[src/rtl/alu_pkg.sv]
// rtl/alu_pkg.sv - shared constants for the ALU front end and button conditioner
package alu_pkg;

    localparam int DEFAULT_N_PULSADORES    = 3;
    localparam int CLOCK_FREQ_HZ           = 100_000_000;
    localparam int DEBOUNCE_TIME_MS        = 10;
    localparam int DEFAULT_DEBOUNCE_CYCLES = (CLOCK_FREQ_HZ / 1000) * DEBOUNCE_TIME_MS;

    localparam int BTN_LOAD_A  = 0;
    localparam int BTN_LOAD_B  = 1;
    localparam int BTN_LOAD_OP = 2;

    // A debounce of one cycle still needs a one-bit counter.
    function automatic int cnt_width(input int cycles);
        return (cycles <= 2) ? 1 : $clog2(cycles);
    endfunction

endpackage

[src/rtl/debounce_cell.sv]
// rtl/debounce_cell.sv - one button: two-flop synchroniser, stability counter,
// accepted level and combinational rising-commit pulse
module debounce_cell
    import alu_pkg::*;
#(
    parameter int DEBOUNCE_CYCLES = DEFAULT_DEBOUNCE_CYCLES
) (
    input  logic i_clock,
    input  logic i_reset,
    input  logic i_btn,
    output logic o_level,
    output logic o_rise
);

    localparam int            CW      = cnt_width(DEBOUNCE_CYCLES);
    localparam logic [CW-1:0] CNT_MAX = CW'(DEBOUNCE_CYCLES - 1);
    localparam logic [CW-1:0] CNT_ONE = CW'(1);

    logic          sync1_q, sync1_d;
    logic          sync2_q, sync2_d;
    logic          stable_q, stable_d;
    logic [CW-1:0] count_q, count_d;

    always_comb begin
        sync1_d  = i_btn;
        sync2_d  = sync1_q;
        stable_d = stable_q;
        count_d  = '0;
        o_rise   = 1'b0;
        // Any matching cycle drops the count back to zero, so only an
        // unbroken run of DEBOUNCE_CYCLES mismatches is accepted.
        if (sync2_q != stable_q) begin
            if (count_q == CNT_MAX) begin
                stable_d = sync2_q;
                o_rise   = sync2_q;
            end else begin
                count_d = count_q + CNT_ONE;
            end
        end
    end

    always_ff @(posedge i_clock or negedge i_reset) begin
        if (!i_reset) begin
            sync1_q  <= 1'b0;
            sync2_q  <= 1'b0;
            stable_q <= 1'b0;
            count_q  <= '0;
        end else begin
            sync1_q  <= sync1_d;
            sync2_q  <= sync2_d;
            stable_q <= stable_d;
            count_q  <= count_d;
        end
    end

    assign o_level = stable_q;

endmodule

[src/rtl/button_conditioner.sv]
// rtl/button_conditioner.sv - debounced levels and one-cycle press pulses for the
// ALU load buttons; BTN_ONEHOT_EN keeps only the lowest simultaneous press
module button_conditioner
    import alu_pkg::*;
#(
    parameter int N_PULSADORES    = DEFAULT_N_PULSADORES,
    parameter int DEBOUNCE_CYCLES = DEFAULT_DEBOUNCE_CYCLES
) (
    input  logic                    i_clock,
    input  logic                    i_reset,
    input  logic [N_PULSADORES-1:0] i_pulsadores,
    output logic [N_PULSADORES-1:0] o_pulsadores,
    output logic [N_PULSADORES-1:0] o_level
);

    logic [N_PULSADORES-1:0] raw_pulse;
    logic [N_PULSADORES-1:0] pulse_q, pulse_d;

    for (genvar g = 0; g < N_PULSADORES; g++) begin : g_cell
        debounce_cell #(
            .DEBOUNCE_CYCLES(DEBOUNCE_CYCLES)
        ) u_cell (
            .i_clock (i_clock),
            .i_reset (i_reset),
            .i_btn   (i_pulsadores[g]),
            .o_level (o_level[g]),
            .o_rise  (raw_pulse[g])
        );
    end

    always_comb begin
        pulse_d = '0;
`ifdef BTN_ONEHOT_EN
        // Two's-complement trick isolates the lowest set bit; others are dropped.
        pulse_d = raw_pulse & (~raw_pulse + N_PULSADORES'(1));
`else
        pulse_d = raw_pulse;
`endif
    end

    always_ff @(posedge i_clock or negedge i_reset) begin
        if (!i_reset) begin
            pulse_q <= '0;
        end else begin
            pulse_q <= pulse_d;
        end
    end

    assign o_pulsadores = pulse_q;

endmodule
[config.mk]
export PLATFORM = sky130hd
export DESIGN_NAME = button_conditioner
export DESIGN_NICKNAME = d
export VERILOG_FILES = /design/src/rtl/alu_pkg.sv /design/src/rtl/debounce_cell.sv /design/src/rtl/button_conditioner.sv
export SDC_FILE = /design/constraint.sdc
export NUM_CORES = 1
export LEC_CHECK = 0
export BUFFER_PORTS_ARGS = -buffer_cell sky130_fd_sc_hd__clkbuf_2
export CAP_MARGIN = 20
export CORE_UTILIZATION = 50
export CTS_CLUSTER_DIAMETER = 40
export CTS_CLUSTER_SIZE = 12
export DETAILED_ROUTE_END_ITERATION = 10
export GPL_TIMING_DRIVEN = 1
export PLACE_DENSITY_LB_ADDON = 0.3
export SYNTH_ARGS = -nofsm -noshare
export SYNTH_HDL_FRONTEND = slang
export SYNTH_SLANG_ARGS = --single-unit
[constraint.sdc]
create_clock -name i_clock -period 3.4 [get_ports i_clock]
set_input_delay 0.34 -clock i_clock [delete_from_list [all_inputs] [get_ports i_clock]]
set_output_delay 0.34 -clock i_clock [all_outputs]
set_load 0.03 [all_outputs]
== Word level (Yosys, flattened, before mapping) ==
Cells that the tools add are included.

* Register bits after elaboration: 72
* Bits of input ports: 5
* Output and inout port bits: 6
* Word-level logic and storage cells: 37

* Add/subtract/negate cells: 3
* Equal/unequal tests: 6
* Mux-type cells: 12
* Reduce and logical (&&, ||, !) cells: 3

{| class="wikitable"
|+ Operator list
! operator !! number
|-
| two-way mux 20 bit || 6
|-
| adder 20 x 1 -> 20 bit (second input constant) || 3
|-
| equality test 20 bit (second input constant) || 3
|-
| two-way mux 1 bit || 6
|-
| AND reduction 2 bit || 3
|-
| != test 1 bit || 3
|}

== Depth between registers and ports, before layout ==
Gate-level depths: netlist of run 1.

* Word-level depth: 3
* Depth in mapped cells: 6
* Gate-level depth less buffers: 5

== Hierarchy ==
A second synthesis of run 1 with hierarchy kept.

* Cell total of the unflattened synthesis: 321
* Area total of the unflattened synthesis: 3554.7 sq um

{| class="wikitable"
|+ Modules (own cells, without submodules)
! module !! times used !! cells an instance !! area each (sq um) !! sequential area each (sq um)
|-
| debounce_cell || 3 || 106 || 1159.9 || 575.6
|-
| button_conditioner || 1 || 3 || 75.1 || 75.1
|}

== Least setup slack after synthesis of run 1 ==
OpenSTA, ideal clock, no wires.

* Kind: register to register
* From: register g_cell[0].u_cell.count_q[12]
* To: register g_cell[0].u_cell.stable_q
* Library setup time: 0.125 ns
* Data arrival time: 1.927 ns
* Data required time: 3.275 ns
* Slack: 1.349 ns
* Cell stages (with the launch flop): 5
* Path buffers: 0
* Period minus slack after synthesis: 2.051 ns
* Path through: dfrtp_1 or4_1 or4_4 nor2_2 mux2_2

* Longest elaborated chain between the ends: 2

{| class="wikitable"
|+ Ends and longest elaborated chain
! item !! RTL line !! source
|-
| from (decl) || debounce_cell.sv:22 || <nowiki>logic [CW-1:0] count_q, count_d;</nowiki>
|-
| from (signal assigned) || debounce_cell.sv:52 || <nowiki>count_q <= count_d;</nowiki>
|-
| equality test 20 bit || debounce_cell.sv:33 || <nowiki>if (count_q == CNT_MAX) begin</nowiki>
|-
| AND reduction 2 bit (no line) || -- ||
|-
| to (signal assigned) || debounce_cell.sv:51 || <nowiki>stable_q <= stable_d;</nowiki>
|-
| to (decl) || debounce_cell.sv:21 || <nowiki>logic stable_q, stable_d;</nowiki>
|}

No other way between the ends.
A chain may end at the register's enable or synchronous reset.

== Final worst setup path of run 1 ==
* From: register g_cell[0].u_cell.count_q[12]
* To: register g_cell[0].u_cell.count_q[3]

* Longest elaborated chain between the ends: 3

{| class="wikitable"
|+ Ends and longest elaborated chain
! item !! RTL line !! source
|-
| equality test 20 bit || debounce_cell.sv:33 ||
|-
| two-way mux 20 bit || debounce_cell.sv:33 ||
|-
| two-way mux 20 bit || debounce_cell.sv:32 || <nowiki>if (sync2_q != stable_q) begin</nowiki>
|-
| named net g_cell[0].u_cell.count_d[3] || debounce_cell.sv:22 ||
|}

The timed path passes the listed nets, and every way through them passes these cells.

==> reports/summary.txt, run 1 <==
Layout area overhead: 10.3%
leading post-synthesis cells by cell area: dfrtp_1 53%, xnor2_1 8.7%, nor2_1 6.2%
ANT nets after route: 0
Gate power share: 2.9%
overall power: 1.73 mW
hpwl dp: 3.79 mm
vias in the first global route: 2252
Crit Path Class: reg -> reg
Synth Warn #: 0
Seq pwr share: 50.9%
post-synthesis sequential area ratio: 52.8%
asr flop ratio synth: 100%
total die area: 7160 µm²
CTS sink cnt: 72
setup ws final: 1220 ps
Final nets: 355
Die Height: 84.6 µm
critical path arrival: 2390 ps
ys flop type: dfrtp_1
initial core utilization: 52.8%
Synth top area share: 52.8%
maximum vdd drop: 0.312 mV
Post-CTS Setup Inserts: 0
pin count of the biggest net entering global routing: 49
Final Wtd Congestion: 0.781
Least-Margin Pin Slew: 730 ps
pre-CTS WS: 1230 ps
dpl cells: 412
Syn Inst Count: 331
Hold Startpoint: i_pulsadores[0]
initial antenna violation count: 0
Clock Latency Late Sink: 360 ps
htree depth: 3
most common cell after layout, fill and taps aside: dfrtp_1
CTS-repair resized insts: 0
Int Pwr: 1.36 mW
Starting DRT DRC Count: 182
Worst path max stage delay: 550 ps
via count: 2357
minimum clock period after layout: 2180 ps
cells on worst reg2reg path: 4
Leak: 1.52 nW
cell taking the most area after synthesis: dfrtp_1
per-cell routed wire length: 13.3 µm
EDFF count, synth: 0
maximum clock path buffer count: 2
Worst Setup End Kind: register
worst hold path class: in -> reg
cts bufs inserted: 9
syn nets: 339
outcome: complete, no violations
drt via density: 5.51
flop-to-flop setup slack: 1220 ps
reg2reg start: g_cell[0].u_cell.count_q[12]
hold depth: 1
Synth Cell Area: 3410 µm²
first-pass GRT wire length: 9.98 mm
Pre-Repair DR Iteration Count: 6
row count: 29
Clock transition at path regs: 80 ps
Max-Cap Viols: 0
r2r endpoint: g_cell[0].u_cell.count_q[3]
most frequent cells in the layout: 72 x dfrtp_1, 56 x nor2_1, 34 x xnor2_1, 18 x nand2_1, 16 x nand3_1
gr usage total: 17.9%
slowest CP cell: or4_1
# hold bufs at CTS: 1
pwr/cell area: 459 nW/µm²
Req. time, crit path: 3610 ps
final period utilization: 64.1%
Synth Area per Inst: 10.3 µm²
Crit Path Max Fanout: 18
Root Driver: clkbuf_8
Setup crit start kind: register
die span in x: 84.6 µm
portion of total power attributed to the clock network: 46.2%
share of layout cells above drive strength 1: 12.3%
TritonCTS clock tree: done
Psw: 0.361 mW
WHS Endpoint: g_cell[0].u_cell.sync1_q
crit-path cells: or4_1 -> or4_4 -> o21ai_4 -> nor2_1
Final Non-Filler Cells: 428
IO Port Bufs: 10
Sw Share: 20.9%
TNS Setup: 0 ps
clk_skew: 14.0 ps
relative slew slack: 50.9%
Final setup viols: 0
unrepaired setup endpoints after global routing: false
Yosys cell types: 35
Yosys reg bits: 72
Final Hold Viols: 0
fill count: 548
Final Util: 58.2%
final wirelength: 5.69 mm
max-slew violations: 0
GRT overflow: 0
Residual DRC: 0
n_diodes: 0
Core Region: 6460 µm²
num ports: 11
fmax: 0.459 GHz
==> registers in the layout, indices dropped and copies added (netlist names) <==
name,flops
g_cell.u_cell.sync1_q,3
g_cell.u_cell.count_q,60
o_pulsadores,3
g_cell.u_cell.o_level,3
g_cell.u_cell.sync2_q,3
==> metal layers <==
layer	global-route usage, %	vias to the layer above	wire length (µm)
met5	0	-	0
met2	27.1	38	2560
met3	6.00	11	204
li1	-	1186	-
met1	23.6	1122	2810
met4	7.55	0	110
==> critical path: cells and delay by family, from the launching register on <==
family	cells	cell delay [ps]
AND/OR/NAND/NOR	3	1180
AO/OA/AOI/OAI	1	430
flip-flops	1	430
==> area by class of cell <==
cell class              instances  area, µm²  share of cell area, %
clock inverters                 6        109                   2.89
flip-flops and latches         72       1800                   47.9
well taps                      77       96.3                   2.56
inverters                      13       48.8                   1.30
repair buffers                 13       75.1                   2.00
multi-input cells             238       1510                   40.1
clock buffers                   9        124                   3.29
==> worst max path at each step <==
| stage | endpoint | from | slack [ps] |
|---|---|---|---|
| 6_report | g_cell[0].u_cell.count_q[3] | g_cell[0].u_cell.count_q[12] | 1220 |
| 5_1_grt | g_cell[0].u_cell.count_q[8] | g_cell[0].u_cell.count_q[0] | 1060 |
| 4_1_cts | g_cell[0].u_cell.count_q[3] | g_cell[0].u_cell.count_q[0] | 1220 |
| 3_5_place_dp | g_cell[0].u_cell.count_q[13] | g_cell[0].u_cell.count_q[0] | 1230 |
| 3_3_place_gp | g_cell[0].u_cell.o_level | g_cell[0].u_cell.count_q[0] | 1250 |
| 2_1_floorplan | g_cell[0].u_cell.o_level | g_cell[0].u_cell.count_q[12] | 1350 |
==> cell usage after synthesis (all sizes together) (3+ instances only) <==
cell,n
a21oi,8
xor2,11
buf,7
or4b,3
o31ai,5
and3,3
and3b,3
o21ai,8
dfrtp,72
or3,3
mux2,3
mux2i,4
nand2,18
ha,3
nand4,13
nor2,58
inv,13
nor3,14
or4,8
nor4,13
xnor2,34
nand3,16
==> through the flow <==
step | instance area, µm² | hold slack [ps]
2_1_floorplan | 3410 | 44.4
3_3_place_gp | 3520 | 331
3_5_place_dp | 3520 | 336
4_1_cts | 3760 | 76.8
5_1_grt | 3760 | 72.0
6_report | 3760 | 88.8
==> power by group through the flow <==
stage / Sequential [mW] / Clock, mW / Combinational, mW
floorplan: 0.893 / 0 / 0.0275
global placement: 0.894 / 0 / 0.0498
detailed placement: 0.895 / 0 / 0.0506
CTS: 0.878 / 0.820 / 0.0518
global route: 0.880 / 0.856 / 0.0593
finish: 0.878 / 0.798 / 0.0495
==> kinds of logic after synthesis <==
logic type / share of synthesized area (%)
buf+inv: 3.15
xor+xnor: 11.6
flops: 52.8
simple gates: 24.6
compound gates: 4.62
mux: 2.16
fa+ha+maj: 1.10
(Power assumes the default switching activity.)
==> run 2, diff against run 1 <==
- clock period: 3.4 -> 2.1 ns (I/O delays scaled with it)
==> run 2 against run 1 <==
- maximum frequency is 6.0% higher
- register-to-register slack lost 1200 ps
- via count grew 5.8%
- cell count grew 7.0%
- global-route usage up 2.0 points
- critical path depth is the same
==> reports/summary.txt, run 2 (synthesized netlist as in run 1, its figures left out) <==
dpl cells: 439 (was 412)
most common cell after layout, fill and taps aside: dfrtp_1 (unchanged)
TritonCTS clock tree: done (unchanged)
initial antenna violation count: 0 (unchanged)
Largest register FFs: 60 (unchanged)
fill count: 543 (was 548)
critical path arrival: 2290 ps (was 2390 ps)
Starting DRT DRC Count: 118 (was 182)
maximum clock path buffer count: 2 (unchanged)
Setup crit start kind: register (unchanged)
Crit Path Max Fanout: 3 (was 18)
Final Util: 61.7% (was 58.2%)
minimum clock period after layout: 2060 ps (was 2180 ps)
ANT nets after route: 0 (unchanged)
Crit Path Class: reg -> reg (unchanged)
Root Driver: clkbuf_8 (unchanged)
Layout area overhead: 16.8% (was 10.3%)
initial core utilization: 52.8% (unchanged)
drt via density: 5.44 (was 5.51)
gr usage total: 19.9% (was 17.9%)
overall power: 2.61 mW (was 1.73 mW)
per-cell routed wire length: 13.9 µm (was 13.3 µm)
r2r endpoint: g_cell[2].u_cell.o_level (was g_cell[0].u_cell.count_q[3])
pin count of the biggest net entering global routing: 73 (was 49)
max-slew violations: 0 (unchanged)
Clock Latency Late Sink: 340 ps (was 360 ps)
fmax: 0.486 GHz (was 0.459 GHz)
Residual DRC: 0 (unchanged)
CTS sink cnt: 72 (unchanged)
Max-Cap Viols: 0 (unchanged)
pre-CTS WS: 35.7 ps (was 1230 ps)
IO Port Bufs: 10 (unchanged)
via count: 2493 (was 2357)
row count: 29 (unchanged)
worst hold margin: 352 ps (was 88.8 ps)
GRT overflow: 0 (unchanged)
maximum vdd drop: 0.346 mV (was 0.312 mV)
worst hold path class: reg -> reg (was in -> reg)
Least-Margin Pin Slew: 527 ps (was 730 ps)
first-pass GRT wire length: 11.2 mm (was 9.98 mm)
setup ws final: 43.2 ps (was 1220 ps)
most frequent cells in the layout: 72 x dfrtp_1, 56 x nor2_1, 34 x xnor2_1, 27 x buf_4, 18 x nand2_1 (was 72 x dfrtp_1, 56 x nor2_1, 34 x xnor2_1, 18 x nand2_1, 16 x nand3_1)
largest register by flop count: g_cell.u_cell.count_q (unchanged)
Final nets: 385 (was 355)
worst setup path start: g_cell[2].u_cell.count_q[11] (was g_cell[0].u_cell.count_q[12])
Final Wtd Congestion: 0.773 (was 0.781)
final period utilization: 97.9% (was 64.1%)
total die area: 7160 µm² (unchanged)
Die Height: 84.6 µm (unchanged)
Final setup viols: 0 (unchanged)
Leak: 1.65 nW (was 1.52 nW)
CP endpoint: g_cell[2].u_cell.o_level (was g_cell[0].u_cell.count_q[3])
cts bufs inserted: 9 (unchanged)
Final Hold Viols: 0 (unchanged)
n_diodes: 0 (unchanged)
vias in the first global route: 2475 (was 2252)
num ports: 11 (unchanged)
flop-to-flop setup slack: 40 ps (was 1220 ps)
relative slew slack: 64.5% (was 50.9%)
outcome: complete, no violations (unchanged)
Worst Setup End Kind: register (unchanged)
area of the multi-input gates: 1510 µm² (about the same)
Pre-Repair DR Iteration Count: 7 (was 6)
final wirelength: 6.36 mm (was 5.69 mm)
htree depth: 3 (unchanged)
Final Non-Filler Cells: 458 (was 428)
cells on worst reg2reg path: 4 (unchanged)
FF+latch area: 1800 µm² (unchanged)
clk_skew: 7.95 ps (was 14.0 ps)
share of layout cells above drive strength 1: 18.4% (was 12.3%)
Core Region: 6460 µm² (unchanged)
Req. time, crit path: 2330 ps (was 3610 ps)
die span in x: 84.6 µm (unchanged)
reg2reg start: g_cell[2].u_cell.count_q[11] (was g_cell[0].u_cell.count_q[12])
pwr/cell area: 654 nW/µm² (was 459 nW/µm²)
hpwl dp: 4.36 mm (was 3.79 mm)
Clock transition at path regs: 80 ps (about the same)
==> run 2: cell types whose count changed in the layout (fill, tap and decap cells not counted), moves of 2 or more <==
cell           before  now
dlygate4sd3_1       1    4
bufinv_16           3    1
buf_4               2   27
buf_12              0    2
==> run 2: timing repair <==
action | in CTS | in global routing
gates resized for setup | 0 | 1
buffers inserted | 0 | 0
endpoints found under the setup margin | 0 | 1
hold endpoints to repair | 75 | 0
hold buffers | 4 | 0
==> run 2: worst max-delay path, cell delays in order, from the launching register on <==
cell and delay (ps):
dfrtp_1 410, or4b_1 520, or4_4 540, nor2_4 140, mux2_2 350
==> run 2: worst min-delay path by stage <==
| stage | slack [ps] | to | start | cells past startpoint |
|---|---|---|---|---|
| 2_1_floorplan | -90 | g_cell[0].u_cell.count_q[0] | i_reset | 0 |
| 3_3_place_gp | 270 | o_pulsadores[2] | i_reset | 2 |
| 3_5_place_dp | 270 | o_pulsadores[2] | i_reset | 2 |
| 4_1_cts | 360 | g_cell[2].u_cell.sync2_q | g_cell[2].u_cell.sync1_q | 0 |
| 5_1_grt | 360 | g_cell[2].u_cell.sync2_q | g_cell[2].u_cell.sync1_q | 0 |
| 6_report | 350 | g_cell[2].u_cell.sync2_q | g_cell[2].u_cell.sync1_q | 0 |
==> run 2: metal layers <==
metal | global-route usage (%) | part of all wire, % | up-vias | wire length [µm]
met3 | 4.72 | 2.3 | 2 | 145
met1 | 27.3 | 49 | 1225 | 3140
met5 | 0 | 0 | - | 0
met2 | 31.1 | 48 | 21 | 3040
li1 | - | - | 1245 | -
met4 | 6.93 | 0.46 | 0 | 29
==> run 2: area by class of cell <==
type | instances | share of cell area (%)
clock buffer | 10 | 3.45
clock inverter | 5 | 1.41
inverter | 13 | 1.22
multi-input combinational | 238 | 37.9
sequential | 72 | 45.2
tap | 77 | 2.42
timing repair buffer | 43 | 8.35
==> run 2: stage by stage <==
stage / TNS [ps] / cell area, µm²
after floorplan: 0 / 3410
after global placement: 0 / 3750
after detailed placement: 0 / 3750
after CTS: 0 / 3980
after global routing: -1.08 / 3990
final: 0 / 3990
==> run 2: where the power goes <==
group / internal [mW] / switching [mW] / leakage, nW
Sequential: 1.41 / 0.0169 / 0.985
Combinational: 0.0368 / 0.0613 / 0.571
Clock: 0.575 / 0.511 / 0.0985
Total: 2.02 / 0.589 / 1.65
